[src/rtl/ray_aabb_err_monitor.sv]
// ray_aabb_err_monitor
// On-chip precision checker for the Ray/AABB result path. The golden hit bit
// issued with each ray is delayed LATENCY cycles so that it lines up with the
// DUT hit_miss output. The two bits are then compared, and Type1 errors
// (golden hit, DUT miss) and Type2 errors (golden miss, DUT hit) are counted.
//
// Ports:
//   clk, rst     clock, synchronous active-high reset
//   start        pulse, accepted in IDLE/DONE only: clears counters, starts a run
//   in_valid     a ray is issued to the DUT this cycle
//   ref_hit      golden hit bit for the ray issued this cycle
//   dut_hit      DUT hit_miss output
//   busy, done   run in progress (RUN/DRAIN) / run complete (DONE)
//   type1_cnt    ref=1, dut=0 mismatches (saturating)
//   type2_cnt    ref=0, dut=1 mismatches (saturating)
//   ref_hit_cnt  compared rays with ref=1 (saturating)
//   cmp_cnt      rays compared so far, capped at NUM_RAYS
//
// Optional build macro RAABB_ERR_LOG_EN adds first_t1_vld/first_t1_idx and
// first_t2_vld/first_t2_idx. These hold the compare index of the first Type1
// and the first Type2 error of a run.
//
// IDX_W must be wide enough to hold the value NUM_RAYS itself, not just
// NUM_RAYS-1, because cmp_cnt ends a run at NUM_RAYS.
module ray_aabb_err_monitor #(
  parameter int LATENCY  = 34,
  parameter int NUM_RAYS = 10000,
  parameter int CNT_W    = 16,
  parameter int IDX_W    = 14
) (
  input  logic             clk,
  input  logic             rst,
  input  logic             start,
  input  logic             in_valid,
  input  logic             ref_hit,
  input  logic             dut_hit,
  output logic             busy,
  output logic             done,
  output logic [CNT_W-1:0] type1_cnt,
  output logic [CNT_W-1:0] type2_cnt,
  output logic [CNT_W-1:0] ref_hit_cnt,
  output logic [IDX_W-1:0] cmp_cnt
`ifdef RAABB_ERR_LOG_EN
  ,
  output logic             first_t1_vld,
  output logic [IDX_W-1:0] first_t1_idx,
  output logic             first_t2_vld,
  output logic [IDX_W-1:0] first_t2_idx
`endif
);

  typedef enum logic [1:0] {
    ST_IDLE  = 2'd0,
    ST_RUN   = 2'd1,
    ST_DRAIN = 2'd2,
    ST_DONE  = 2'd3
  } state_t;

  localparam logic [IDX_W-1:0] LAST_IDX = IDX_W'(NUM_RAYS - 1);
  localparam logic [IDX_W-1:0] RAYS_IDX = IDX_W'(NUM_RAYS);
  localparam logic [CNT_W-1:0] CNT_MAX  = {CNT_W{1'b1}};

  state_t             state_r, state_nx_s;
  logic               busy_r, done_r, busy_nx_s, done_nx_s;
  logic               start_acc_s, accept_s, last_acc_s;
  logic               cmp_en_s, cmp_ref_s, t1_hit_s, t2_hit_s;
  logic [LATENCY-1:0] vld_sr_r, ref_sr_r;
  logic [IDX_W-1:0]   iss_idx_r, cmp_cnt_r;
  logic [CNT_W-1:0]   type1_cnt_r, type2_cnt_r, ref_hit_cnt_r;

  // Saturating increment: the counter sticks at all-ones.
  function automatic logic [CNT_W-1:0] sat_inc(input logic [CNT_W-1:0] v);
    return (v == CNT_MAX) ? v : v + CNT_W'(1);
  endfunction

  // Qualify start and ray acceptance, and decode the compare slot at the end
  // of the delay line.
  always_comb begin
    start_acc_s = start && ((state_r == ST_IDLE) || (state_r == ST_DONE));
    accept_s    = in_valid && (state_r == ST_RUN);
    last_acc_s  = accept_s && (iss_idx_r == LAST_IDX);
    cmp_en_s    = vld_sr_r[LATENCY-1] && (cmp_cnt_r != RAYS_IDX);
    cmp_ref_s   = ref_sr_r[LATENCY-1];
    t1_hit_s    = cmp_en_s && cmp_ref_s && !dut_hit;
    t2_hit_s    = cmp_en_s && !cmp_ref_s && dut_hit;
  end

  // State register. busy/done are registered from the next state.
  always_ff @(posedge clk) begin
    if (rst) begin
      state_r <= ST_IDLE;
      busy_r  <= 1'b0;
      done_r  <= 1'b0;
    end else begin
      state_r <= state_nx_s;
      busy_r  <= busy_nx_s;
      done_r  <= done_nx_s;
    end
  end

  // Next-state logic.
  always_comb begin
    state_nx_s = state_r;
    case (state_r)
      ST_IDLE:  if (start_acc_s) state_nx_s = ST_RUN;   else state_nx_s = ST_IDLE;
      ST_RUN:   if (last_acc_s)  state_nx_s = ST_DRAIN; else state_nx_s = ST_RUN;
      ST_DRAIN: if (cmp_cnt_r == RAYS_IDX) state_nx_s = ST_DONE;
                else state_nx_s = ST_DRAIN;
      ST_DONE:  if (start_acc_s) state_nx_s = ST_RUN;   else state_nx_s = ST_DONE;
      default:  state_nx_s = ST_IDLE;
    endcase
  end

  // Output decode of the next state.
  always_comb begin
    busy_nx_s = 1'b0;
    done_nx_s = 1'b0;
    case (state_nx_s)
      ST_RUN, ST_DRAIN: busy_nx_s = 1'b1;
      ST_DONE:          done_nx_s = 1'b1;
      default: begin
        busy_nx_s = 1'b0;
        done_nx_s = 1'b0;
      end
    endcase
  end

  // Delay line: shifts every cycle. Bubbles and non-RUN cycles push zeros.
  always_ff @(posedge clk) begin
    if (rst || start_acc_s) begin
      vld_sr_r <= '0;
      ref_sr_r <= '0;
    end else begin
      for (int i = LATENCY - 1; i > 0; i--) begin
        vld_sr_r[i] <= vld_sr_r[i-1];
        ref_sr_r[i] <= ref_sr_r[i-1];
      end
      vld_sr_r[0] <= accept_s;
      ref_sr_r[0] <= accept_s & ref_hit;
    end
  end

  // Issue index of accepted rays.
  always_ff @(posedge clk) begin
    if (rst || start_acc_s) begin
      iss_idx_r <= '0;
    end else if (accept_s) begin
      iss_idx_r <= iss_idx_r + IDX_W'(1);
    end else begin
      iss_idx_r <= iss_idx_r;
    end
  end

  // Compare and error counters.
  always_ff @(posedge clk) begin
    if (rst || start_acc_s) begin
      cmp_cnt_r     <= '0;
      type1_cnt_r   <= '0;
      type2_cnt_r   <= '0;
      ref_hit_cnt_r <= '0;
    end else if (cmp_en_s) begin
      cmp_cnt_r <= cmp_cnt_r + IDX_W'(1);
      if (cmp_ref_s) ref_hit_cnt_r <= sat_inc(ref_hit_cnt_r);
      if (t1_hit_s)  type1_cnt_r   <= sat_inc(type1_cnt_r);
      if (t2_hit_s)  type2_cnt_r   <= sat_inc(type2_cnt_r);
    end
  end

  assign busy        = busy_r;
  assign done        = done_r;
  assign type1_cnt   = type1_cnt_r;
  assign type2_cnt   = type2_cnt_r;
  assign ref_hit_cnt = ref_hit_cnt_r;
  assign cmp_cnt     = cmp_cnt_r;

`ifdef RAABB_ERR_LOG_EN
  logic             first_t1_vld_r, first_t2_vld_r;
  logic [IDX_W-1:0] first_t1_idx_r, first_t2_idx_r;

  // First-error log. The index is the compare count before this compare.
  always_ff @(posedge clk) begin
    if (rst || start_acc_s) begin
      first_t1_vld_r <= 1'b0;
      first_t1_idx_r <= '0;
      first_t2_vld_r <= 1'b0;
      first_t2_idx_r <= '0;
    end else begin
      if (t1_hit_s && !first_t1_vld_r) begin
        first_t1_vld_r <= 1'b1;
        first_t1_idx_r <= cmp_cnt_r;
      end
      if (t2_hit_s && !first_t2_vld_r) begin
        first_t2_vld_r <= 1'b1;
        first_t2_idx_r <= cmp_cnt_r;
      end
    end
  end

  assign first_t1_vld = first_t1_vld_r;
  assign first_t1_idx = first_t1_idx_r;
  assign first_t2_vld = first_t2_vld_r;
  assign first_t2_idx = first_t2_idx_r;
`endif

endmodule

[config.mk]
export PLATFORM = sky130hd
export DESIGN_NAME = ray_aabb_err_monitor
export DESIGN_NICKNAME = d
export VERILOG_FILES = /design/src/rtl/ray_aabb_err_monitor.sv
export SDC_FILE = /design/constraint.sdc
export NUM_CORES = 1
export LEC_CHECK = 0
export BUFFER_PORTS_ARGS = -buffer_cell sky130_fd_sc_hd__buf_2
export CAP_MARGIN = 20
export CORE_MARGIN = 4
export CORE_UTILIZATION = 45
export CTS_CLUSTER_DIAMETER = 100
export CTS_CLUSTER_SIZE = 12
export DETAILED_ROUTE_END_ITERATION = 8
export GPL_TIMING_DRIVEN = 1
export PLACE_DENSITY = 0.69
export SLEW_MARGIN = 40
export SYNTH_ARGS = -nofsm -noshare
export SYNTH_HDL_FRONTEND = slang
export SYNTH_SLANG_ARGS = --single-unit
[constraint.sdc]
create_clock -name clk -period 2.3 [get_ports clk]
set_input_delay 0 -clock clk [delete_from_list [all_inputs] [get_ports clk]]
set_output_delay 0 -clock clk [all_outputs]
set_load 0.1 [all_outputs]
# Word level (Yosys, flattened, before mapping)
# Cells that the tools add are included.
# classes
add_sub_neg	5
eq_ne	12
muxes	7
bitwise_logic	4
n_reduce_logical	17
# op_table
cell	count
adder 16 x 1 -> 16 bit (second input constant)	3
equality test 16 bit (second input constant)	3
adder 14 x 1 -> 14 bit (second input constant)	2
equality test 14 bit (second input constant)	2
!= test 14 bit (second input constant)	1
AND reduction 3 bit	3
equality test 2 bit (second input constant)	4
logical AND 1 bit	8
one-hot mux 2 bit (4 select lines)	1
equality test 2 x 1 -> 1 bit (second input constant)	2
two-way mux 1 bit	4
two-way mux 2 bit	2
NOT 1 bit	3
logical NOT 1 bit	2
logical NOT 2 bit	1
logical OR 1 bit	2
OR reduction 2 bit	1
bitwise AND 1 bit	1
# totals
register_bits	148
inputBits	6
out_inout_bits	64
elab_cells	55

# Longest topological paths before layout
# Gate-level depths: netlist of run 1.
# logic_depth
ltp_word	8
mapped_depth	9
depth_no_buf	9

# Worst setup path before layout of run 1
# OpenSTA, ideal clock, no wires.
# synth_path
path_kind	register to register
from	register cmp_cnt_r[0], in the netlist cmp_cnt[0]
to	register type2_cnt_r[10], in the netlist type2_cnt[10]
setup_time_ns	0.063
t_arrival_ns	2.769
required_time_ns	2.237
slack_ns	-0.532
stages_incl_launch_ff	9
n_path_buf	1
period_less_slack_ns	2.832
path_cell_list	dfxtp_1 inv_1 ha_1 or4b_4 o41ai_4 or3_1 buf_4 or4_1 nand2_1
# synth_between
elab_chain_cells	5
# synth_lines
item	line	rtl
start: declaration	68	logic [IDX_W-1:0] iss_idx_r, cmp_cnt_r;
start signal: assignment	162	cmp_cnt_r <= cmp_cnt_r + IDX_W'(1);
!= test 14 bit (*)	82	cmp_en_s = vld_sr_r[LATENCY-1] && (cmp_cnt_r != RAYS_IDX);
logical AND 1 bit (*)	82	
logical AND 1 bit (2 in series)	85	t2_hit_s = cmp_en_s && !cmp_ref_s && dut_hit;
AND reduction 3 bit (no line) (*)	n/a	
end signal: assignment	165	if (t2_hit_s) type2_cnt_r <= sat_inc(type2_cnt_r);
end: declaration	69	logic [CNT_W-1:0] type1_cnt_r, type2_cnt_r, ref_hit_cnt_r;
# Every way passes the cells marked *; elsewhere a longest branch is shown, timed or not.
# A chain may end at the register's enable or synchronous reset.

# Worst setup path in the final report of run 1
# layout_path
from	register cmp_cnt_r[0], in the netlist cmp_cnt[0]
to	register type2_cnt_r[15], in the netlist type2_cnt[15]
# The elaborated chain is that of the path after synthesis.

==> results of run 1 <==
## worst max-delay path, cell delays in order, from the launching register on
cell	delay (ps)
sky130_fd_sc_hd__dfxtp_4	360
sky130_fd_sc_hd__inv_2	40
sky130_fd_sc_hd__ha_1	180
sky130_fd_sc_hd__or4b_4	240
sky130_fd_sc_hd__o41ai_4	100
sky130_fd_sc_hd__or3_1	540
sky130_fd_sc_hd__or4_1	540
sky130_fd_sc_hd__a21oi_1	140
## per-layer routing
metal | vias up | global-route usage (%)
met5 | - | 0
met4 | 0 | 6.79
met3 | 20 | 4.43
met2 | 94 | 26.4
met1 | 2141 | 20.3
li1 | 2265 | -
## area by class of cell
cell class | count | area, um^2 | share of cell area, %
clock buffers | 24 | 524 | 7.36
clock inverters | 7 | 91.3 | 1.28
inverters | 11 | 41.3 | 0.579
multi-input cells | 427 | 2690 | 37.7
flip-flops and latches | 148 | 3040 | 42.7
well taps | 172 | 215 | 3.02
repair buffers | 84 | 524 | 7.36
## power breakdown
group | leakage [nW] | switching (mW) | internal, mW
sequential | 1.22 | 0.00350 | 2.57
combinational | 1.15 | 0.0956 | 0.0382
clock | 0.302 | 1.01 | 1.80
## through the flow
stage,power [mW],hold WS [ps],instances,worst slack [ps]
2_1_floorplan,2.71,71.6,615,4.30
3_3_place_gp,2.76,234,838,81.0
3_5_place_dp,2.76,235,838,35.4
4_1_cts,5.58,17.1,872,21.7
5_1_grt,5.70,72.8,873,-37.0
6_report,5.52,26.7,873,76.9
## cells by family after synthesis
family                     synth area share [%]
buffers and inverters                      2.89
DFF                                        51.1
adders and majority gates                  2.38
and+or+nand+nor                            29.3
AOI/OAI and AO/OA                          6.18
xor gates and xnor gates                   7.56
muxes                                     0.518
## synthesized netlist by cell type (4+ instances only)
| cell | number |
|---|---|
| sky130_fd_sc_hd__nor3_1 | 17 |
| sky130_fd_sc_hd__a21oi_1 | 22 |
| sky130_fd_sc_hd__xor2_1 | 7 |
| sky130_fd_sc_hd__clkbuf_1 | 22 |
| sky130_fd_sc_hd__xnor2_1 | 43 |
| sky130_fd_sc_hd__and2_1 | 71 |
| sky130_fd_sc_hd__ha_1 | 11 |
| sky130_fd_sc_hd__nand4_1 | 19 |
| sky130_fd_sc_hd__and4_1 | 10 |
| sky130_fd_sc_hd__inv_1 | 11 |
| sky130_fd_sc_hd__o31ai_1 | 5 |
| sky130_fd_sc_hd__o21ai_0 | 6 |
| sky130_fd_sc_hd__nor2_1 | 63 |
| sky130_fd_sc_hd__nor4_1 | 23 |
| sky130_fd_sc_hd__nor2b_1 | 5 |
| sky130_fd_sc_hd__or4_1 | 8 |
| sky130_fd_sc_hd__o21ai_1 | 6 |
| sky130_fd_sc_hd__nand2_1 | 36 |
| sky130_fd_sc_hd__nand3_1 | 26 |
| sky130_fd_sc_hd__nand2b_1 | 6 |
| sky130_fd_sc_hd__dfxtp_1 | 148 |
| sky130_fd_sc_hd__buf_4 | 4 |
| sky130_fd_sc_hd__or3_1 | 12 |
| sky130_fd_sc_hd__and3_1 | 4 |
## registers in the layout, indices dropped and copies added, names as in the netlist
signal / count
busy: 1
cmp_cnt: 14
done: 1
iss_idx_r: 14
ref_hit_cnt: 16
ref_sr_r: 34
state_r: 2
type1_cnt: 16
type2_cnt: 16
vld_sr_r: 34
## worst min-delay path by stage
stage,end,cells after the start
floorplan,busy,1
global placement,ref_sr_r[0],2
detailed placement,ref_sr_r[0],2
CTS,state_r[0],3
global route,state_r[0],3
finish,state_r[0],3
## timing repair
item | 4_1_cts | 5_1_grt
endpoints found under the hold margin | 7 | 0
resized for setup | 0 | 5
setup endpoints to repair | 0 | 25
hold buffers | 3 | 0
==> impl_summary.txt, run 1 <==
----------------------------------------------------
[Drt]
  Length of the first detailed-routing pass in iterations ... 4
  Detailed route wirelength on metal2 ... 5400 um
  Met3 WL post-DR ... 571 um
  Detail Route Antenna Nets ... 0
  # DRC ... 0
  Routed length per instance ... 13.1 um
  Metal1 wirelength ... 5280 um
  Total detailed-routing wirelength ... 11400 um
  Topmost layer with routed signal wires ... met4
  1st-iter DRT viols ... 307
  Vias after detailed routing ... 4520
  Vias per cell ... 5.18

[Logic synthesis]
  Post-synth net total ... 632
  Leading cell types by total area after synthesis ... sky130_fd_sc_hd__dfxtp_1, sky130_fd_sc_hd__and2_1, sky130_fd_sc_hd__xnor2_1, sky130_fd_sc_hd__nor2_1, sky130_fd_sc_hd__nor4_1
  Number of register bits inferred by synthesis ... 148
  Average cell area after synthesis ... 9.42 um^2
  Predominant post-synthesis flop cell ... sky130_fd_sc_hd__dfxtp_1
  EDFF count, synth ... 0
  Synthesis Warnings ... 0
  Portion of synthesized cell area occupied by the leading cell type ... 51.1%
  Yosys cell types ... 41
  Portion of the post-synthesis area used by sequential elements ... 51.1%
  FFs w/ async S/R, synth ... 0%
  Number of instances in the synthesized netlist ... 615
  Top cell type by total area after synthesis ... sky130_fd_sc_hd__dfxtp_1
  Total standard cell area after synthesis ... 5790 um^2

[Die]
  Std-Cell Rows ... 41
  Height of the die ... 121 um
  Total core area ... 12600 um^2
  Width of the die ... 121 um
  Area of the die ... 14800 um^2
  Count of boundary I/O pins ... 70
  Initial Utilization ... 45.9%

[Setup path]
  Crit Path Category ... flip-flop to flip-flop
  Critical Path Fanout Max ... 11
  FF-to-FF path depth ... 7
  Critical register-to-register path startpoint ... cmp_cnt[0]
  Worst setup slack for register-to-register paths ... 80 ps
  Required arrival time at the worst endpoint ... 2640 ps
  Nature of the critical path endpoint ... flip-flop
  Worst setup path startpoint ... cmp_cnt[0]
  Category of the worst setup path launch point ... flip-flop
  CP Data Arrival Time ... 2560 ps
  RR Endpoint ... type2_cnt[15]
  Worst setup path end ... type2_cnt[15]

[Layout]
  Final layout net count ... 706
  Final cell area excluding filler cells ... 7130 um^2
  Syn-to-layout area delta ... 23.0%
  Filler cell count in the final layout ... 1123
  Leading cell types in the layout, fill and taps excluded ... sky130_fd_sc_hd__dfxtp_1, sky130_fd_sc_hd__and2_1, sky130_fd_sc_hd__buf_2, sky130_fd_sc_hd__nor2_1, sky130_fd_sc_hd__dfxtp_2
  Fraction of final layout cells sized beyond drive strength 1 ... 25.4%
  Number of antenna repair diodes ... 0
  Most common cell after layout, fill and taps aside ... sky130_fd_sc_hd__dfxtp_1
  Core utilization of the finished layout ... 56.5%

[Clock tree]
  Insertion delay to the later sink of the worst-skew pair ... 410 ps
  Buffers from clock root to sink, at most ... 2
  H-tree depth reported by CTS ... 4
  Number of clock sinks ... 148
  Number of buffers added for setup after CTS ... 0
  Clock tree root driver cell ... sky130_fd_sc_hd__clkbuf_16
  TritonCTS Buffers ... 17
  Clock transition at the register clock pins on the worst setup and hold paths after CTS ... 60 ps
  CTS tree ... yes

[Power and ir drop]
  Static Leakage ... 2.68 nW
  IR drop worst, VDD ... 0.556 mV
  Power per unit of standard cell area ... 774 nW/um^2

[Run status]
  Status ... finished clean

[Timing]
  Actual slew at the worst max-slew pin ... 548 ps
  Timing-limited maximum frequency ... 450 MHz
  Worst-case clock skew ... 7.05 ps
  Worst slew margin relative to its limit ... 63.1%
  Portion of the clock cycle consumed by the worst path in the final layout ... 96.7%
  Final setup violating endpoints ... 0
  RSZ-0062 raised after global routing ... true
  Fin. Hold Viols ... 0
  Shortest period the worst path allows ... 2220 ps
  Sum Neg Setup Slack ... 0 ps
  Max Slew Vio Count ... 0

[Place]
  Port-buffer cells ... 69
  Half-perimeter wire length after placement ... 7660 um
  Gpl congestion ... 0.864
  Area post-placement ... 6440 um^2

[Global route]
  Total routing usage reported by global routing ... 16.2%
  First-pass GRT wire length ... 19600 um
  Grt ovf ... 0
  Number of antenna violations at the first check in global routing ... 0
  Via count of the first global-routing pass ... 4337
  Maximum number of pins on one net before global-route repair ... 77

[Min path]
  Hold WC Path Type ... primary input to flip-flop
  Hold Path Origin ... start

[Flow run]
  Total of max-cap violations ... 0

----------------------------------------------------
Note: power is estimated with default switching activity, not from simulation.
==> run 2, diff against run 1 <==
clock period = 2.7 ns   (was 2.3 ns; I/O delays follow)
==> impl_summary.txt, run 2 (synthesis gave the netlist of run 1 again) <==
----------------------------------------------------
[Run status]
  Status ... finished clean

[Power and ir drop]
  Net Switching ... 1.00 mW
  Power per unit of standard cell area ... 664 nW/um^2
  Clock group share of total power ... 50.0%
  Internal power of the cells ... 3.61 mW
  Total power of the final layout ... 4.61 mW
  Net switching fraction of the power ... 21.8%
  IR drop worst, VDD ... 0.556 mV
  Static Leakage ... 2.57 nW
  Fraction of power consumed by sequential logic ... 47.5%
  Comb power frac ... 2.4%

[Timing]
  Max Slew Vio Count ... 0
  Actual slew at the worst max-slew pin ... 604 ps
  Portion of the clock cycle consumed by the worst path in the final layout ... 90.2%
  Worst slew margin relative to its limit ... 59.4%
  Fin. Hold Viols ... 0
  Final setup violating endpoints ... 0
  Timing-limited maximum frequency ... 411 MHz
  RSZ-0062 raised after global routing ... false
  Worst hold slack after final layout ... 66.8 ps
  Worst-case clock skew ... 8.41 ps
  Shortest period the worst path allows ... 2440 ps
  Sum Neg Setup Slack ... 0 ps

[Drt]
  1st-iter DRT viols ... 280
  Total detailed-routing wirelength ... 11800 um
  Routed length per instance ... 13.6 um
  Detail Route Antenna Nets ... 0
  Vias after detailed routing ... 4441
  # DRC ... 0
  Vias per cell ... 5.10
  Length of the first detailed-routing pass in iterations ... 4

[Layout]
  Fraction of final layout cells sized beyond drive strength 1 ... 16.7%
  Largest regs ... ref_sr_r: 34 flops, vld_sr_r: 34 flops
  Syn-to-layout area delta ... 19.8%
  Leading cell types in the layout, fill and taps excluded ... sky130_fd_sc_hd__dfxtp_1, sky130_fd_sc_hd__and2_1, sky130_fd_sc_hd__buf_2, sky130_fd_sc_hd__nor2_1, sky130_fd_sc_hd__xnor2_1
  Area taken by flip-flops and latches ... 2970 um^2
  Filler cell count in the final layout ... 1121
  Most common cell after layout, fill and taps aside ... sky130_fd_sc_hd__dfxtp_1
  Number of antenna repair diodes ... 0
  Multi-input gate area in the final layout ... 2680 um^2
  Final layout net count ... 703

[Clock tree]
  Buffers from clock root to sink, at most ... 2
  TritonCTS Buffers ... 17
  Number of clock sinks ... 148
  CTS tree ... yes
  Insertion delay to the later sink of the worst-skew pair ... 420 ps
  H-tree depth reported by CTS ... 4
  Clock tree root driver cell ... sky130_fd_sc_hd__clkbuf_16
  Clock transition at the register clock pins on the worst setup and hold paths after CTS ... 60 ps

[Setup path]
  FF-to-FF path depth ... 8
  Worst setup slack for register-to-register paths ... 260 ps
  RR Endpoint ... busy
  Nature of the critical path endpoint ... flip-flop
  Category of the worst setup path launch point ... flip-flop
  Critical register-to-register path startpoint ... cmp_cnt[0]
  CP Data Arrival Time ... 2750 ps
  Crit Path Category ... flip-flop to flip-flop
  Critical Path Fanout Max ... 4
  Required arrival time at the worst endpoint ... 3010 ps

[Global route]
  Grt met2 use ... 27.3%
  First-pass GRT wire length ... 19800 um
  GRT Max-Usage Layer ... met2
  Grt ovf ... 0
  Met3 layer usage reported by global route ... 7.09%
  Maximum number of pins on one net before global-route repair ... 36
  Via count of the first global-routing pass ... 4223
  Total routing usage reported by global routing ... 16.9%
  Met1 capacity usage during global routing ... 20.1%
  Number of antenna violations at the first check in global routing ... 0

[Die]
  Std-Cell Rows ... 41
  Height of the die ... 121 um
  Initial Utilization ... 45.9%
  Width of the die ... 121 um
  Count of boundary I/O pins ... 70
  Total core area ... 12600 um^2
  Area of the die ... 14800 um^2

[Place]
  Half-perimeter wire length after placement ... 8240 um
  Port-buffer cells ... 69
  Gpl congestion ... 0.899

[Min path]
  Endpoint with the worst hold slack ... type1_cnt[6]
  Hold WC Path Type ... primary input to flip-flop
  Hold Path Depth ... 4
  Hold Path Origin ... dut_hit

[Flow run]
  Total of max-cap violations ... 0

----------------------------------------------------
run 2: critical path, stage by stage, from the launching register on:
cell and delay [ps]:
sky130_fd_sc_hd__dfxtp_2 330, sky130_fd_sc_hd__inv_1 90, sky130_fd_sc_hd__ha_1 140, sky130_fd_sc_hd__or4b_4 500, sky130_fd_sc_hd__nor4_1 420, sky130_fd_sc_hd__a211oi_1 170
sky130_fd_sc_hd__a22oi_1 270, sky130_fd_sc_hd__ha_1 280, sky130_fd_sc_hd__nor2b_1 130
run 2: final cells by class:
| type | count | area share (%) |
|---|---|---|
| clock buffers | 18 | 6.33 |
| repair buffers | 81 | 6.42 |
| flip-flops and latches | 148 | 42.7 |
| clock inverters | 14 | 2.25 |
| well taps | 172 | 3.10 |
| multi-input cells | 427 | 38.6 |
| inverters | 11 | 0.595 |
run 2: through the flow:
| step | util, % | std cells | setup WS [ps] | area (um^2) |
|---|---|---|---|---|
| final | 55.0 | 871 | 265 | 6940 |
| after global routing | 55.0 | 871 | 123 | 6940 |
| after CTS | 55.0 | 871 | 272 | 6940 |
| after detailed placement | 49.9 | 835 | 296 | 6300 |
| after global placement | 49.9 | 835 | 294 | 6300 |
| after floorplan | - | 615 | 7.19 | 5800 |
run 2: power by group through the flow:
stage	clock, mW	sequential, mW	combinational, mW
after floorplan	0	2.25	0.0631
after CTS	2.36	2.19	0.113
final	2.31	2.19	0.112
after global routing	2.47	2.19	0.125
after global placement	0	2.24	0.104
after detailed placement	0	2.24	0.108
run 2: metal layers:
layer  wire length [um]  vias up
met5                  0        -
met4                166        0
met3                739       18
met2               5490      111
met1               5430     2042
li1                   -     2270
run 2: worst max-delay path by stage:
stage                            start       endpoint  slack (ps)  cells past startpoint
after floorplan           type2_cnt[0]  type2_cnt[15]           7                      7
after global placement      cmp_cnt[0]           busy         290                      8
after detailed placement    cmp_cnt[0]           busy         300                      8
after CTS                   cmp_cnt[0]           busy         270                      8
after global routing        cmp_cnt[0]           busy         120                      8
final                       cmp_cnt[0]           busy         260                      8
run 2: what timing repair did:
action / in CTS / in global routing
buffers inserted: 0 / 0
gates resized for setup: 0 / 0
setup endpoints to repair: 0 / 0
endpoints found under the hold margin: 7 / 0
hold buffers: 4 / 0
==> run 3, diff against run 2 <==
RECOVER_POWER = 25   (was not set)
clock period = 2.6 ns   (was 2.7 ns; I/O delays follow)
==> impl_summary.txt, run 3 (synthesis gave the netlist of run 1 again) <==
----------------------------------------------------
[Run status]
  Status ... finished clean

[Clock tree]
  Number of buffers added for setup after CTS ... 0
  H-tree depth reported by CTS ... 4
  Buffers from clock root to sink, at most ... 2
  Clock transition at the register clock pins on the worst setup and hold paths after CTS ... 60 ps
  Insertion delay to the later sink of the worst-skew pair ... 410 ps
  Clock tree root driver cell ... sky130_fd_sc_hd__clkbuf_16
  CTS tree ... yes
  TritonCTS Buffers ... 17
  Number of clock sinks ... 148

[Place]
  Area post-placement ... 6330 um^2
  Gpl congestion ... 0.892
  Port-buffer cells ... 69
  Half-perimeter wire length after placement ... 8110 um

[Setup path]
  Nature of the critical path endpoint ... flip-flop
  Required arrival time at the worst endpoint ... 2900 ps
  Max incr delay on CP ... 510 ps
  RR Endpoint ... busy
  Worst setup slack for register-to-register paths ... 210 ps
  Critical path's slowest cell ... sky130_fd_sc_hd__or4b_4
  Worst setup path startpoint ... cmp_cnt[0]
  CP cell instances ... inv_1 -> ha_1 -> or4b_4 -> nor4_2 -> a211oi_1 -> a22oi_1 -> ha_1 -> nor2b_1
  Category of the worst setup path launch point ... flip-flop
  Crit Path Category ... flip-flop to flip-flop
  Critical Path Fanout Max ... 4
  Worst setup path end ... busy
  FF-to-FF path depth ... 8
  CP Data Arrival Time ... 2690 ps
  Most frequent CP cell ... sky130_fd_sc_hd__ha_1
  Critical register-to-register path startpoint ... cmp_cnt[0]

[Global route]
  Number of antenna violations at the first check in global routing ... 0
  Maximum number of pins on one net before global-route repair ... 39
  Grt ovf ... 0
  Via count of the first global-routing pass ... 4191
  First-pass GRT wire length ... 20300 um
  Total routing usage reported by global routing ... 17.1%

[Timing]
  Timing-limited maximum frequency ... 418 MHz
  Shortest period the worst path allows ... 2390 ps
  Sum Neg Setup Slack ... 0 ps
  Worst slew margin relative to its limit ... 16.3%
  Worst-case clock skew ... 7.60 ps
  Portion of the clock cycle consumed by the worst path in the final layout ... 91.9%
  Max Slew Vio Count ... 0
  Actual slew at the worst max-slew pin ... 1260 ps
  Final setup violating endpoints ... 0
  Fin. Hold Viols ... 0
  RSZ-0062 raised after global routing ... false

[Drt]
  # DRC ... 0
  Total detailed-routing wirelength ... 12100 um
  Vias per cell ... 5.21
  1st-iter DRT viols ... 354
  Vias after detailed routing ... 4543
  Detail Route Antenna Nets ... 0
  Routed length per instance ... 13.9 um
  Length of the first detailed-routing pass in iterations ... 4

[Min path]
  Hold Path Depth ... 4
  Hold WC Path Type ... primary input to flip-flop

[Die]
  Total core area ... 12600 um^2
  Width of the die ... 121 um
  Height of the die ... 121 um
  Initial Utilization ... 45.9%
  Count of boundary I/O pins ... 70
  Std-Cell Rows ... 41
  Area of the die ... 14800 um^2

[Power and ir drop]
  Power per unit of standard cell area ... 725 nW/um^2
  Static Leakage ... 2.39 nW
  IR drop worst, VDD ... 0.555 mV

[Layout]
  Syn-to-layout area delta ... 20.0%
  Largest regs ... ref_sr_r: 34 flops, vld_sr_r: 34 flops
  Final layout net count ... 705
  Fraction of final layout cells sized beyond drive strength 1 ... 9.86%
  Most common cell after layout, fill and taps aside ... sky130_fd_sc_hd__dfxtp_1
  Leading cell types in the layout, fill and taps excluded ... sky130_fd_sc_hd__dfxtp_1, sky130_fd_sc_hd__and2_1, sky130_fd_sc_hd__nor2_1, sky130_fd_sc_hd__clkbuf_1, sky130_fd_sc_hd__xnor2_1
  Final cell area excluding filler cells ... 6950 um^2
  Filler cell count in the final layout ... 1180
  Number of antenna repair diodes ... 0

[Flow run]
  Total of max-cap violations ... 0

----------------------------------------------------
run 3: changes by cell type in the layout (fill, tap and decap cells not counted), sizes merged:
cell      delta
clkinvlp     -6
bufinv       +3
inv          -1
clkinv       -1
buf         -51
clkbuf      +57
run 3: worst min path at each step:
stage	end	startpoint	slack [ps]
after detailed placement	ref_sr_r[0]	ref_hit	250
final	type1_cnt[6]	dut_hit	70
after CTS	type1_cnt[6]	dut_hit	50
after global routing	type1_cnt[6]	dut_hit	100
after global placement	ref_sr_r[0]	ref_hit	230
after floorplan	busy	rst	70
run 3: area by class of cell:
class                           instances  area (um^2)  share of cell area [%]
Inverter                               11         41.3                   0.594
Timing Repair Buffer                   83          394                    5.67
Multi-Input combinational cell        427         2690                    38.6
Clock inverter                          9          176                    2.54
Tap cell                              172          215                    3.10
Clock buffer                           22          464                    6.68
Sequential cell                       148         2970                    42.8
run 3: per-layer routing:
metal	wire length, um	vias up	global-route usage (%)
met3	761	12	5.73
met2	5530	112	26.1
met1	5640	2146	22.4
met5	0	-	0
met4	149	0	6.30
li1	-	2273	-
run 3: through the flow:
step,setup slack (ps),hold WS (ps),util [%],std cells,power (mW)
6_report,210,68.7,55.1,872,5.04
2_1_floorplan,14.9,71.6,-,615,2.40
4_1_cts,130,48.0,55.6,872,5.10
3_5_place_dp,158,248,50.2,837,2.44
5_1_grt,60.9,101,55.1,872,5.22
3_3_place_gp,222,229,50.1,837,2.44
run 3: critical path: cells and delay by family (launching register included):
kind,cells,cell delay (ps)
AND/OR/NAND/NOR,3,1040
adder cells (fa/ha/maj),2,420
AO/OA/AOI/OAI,2,390
flip-flops,1,330
buffers and inverters,1,100
run 3: power breakdown:
group	total [mW]	internal (mW)	switching, mW
Sequential	2.28	2.27	0.00326
Combinational	0.118	0.0326	0.0849
Clock	2.65	1.75	0.899
Total	5.04	4.05	0.987
run 3: timing repair:
action,in CTS,in global routing
resized for setup,0,1
endpoints found under the hold margin,7,0
endpoints found under the setup margin,0,1
hold buffers,4,0
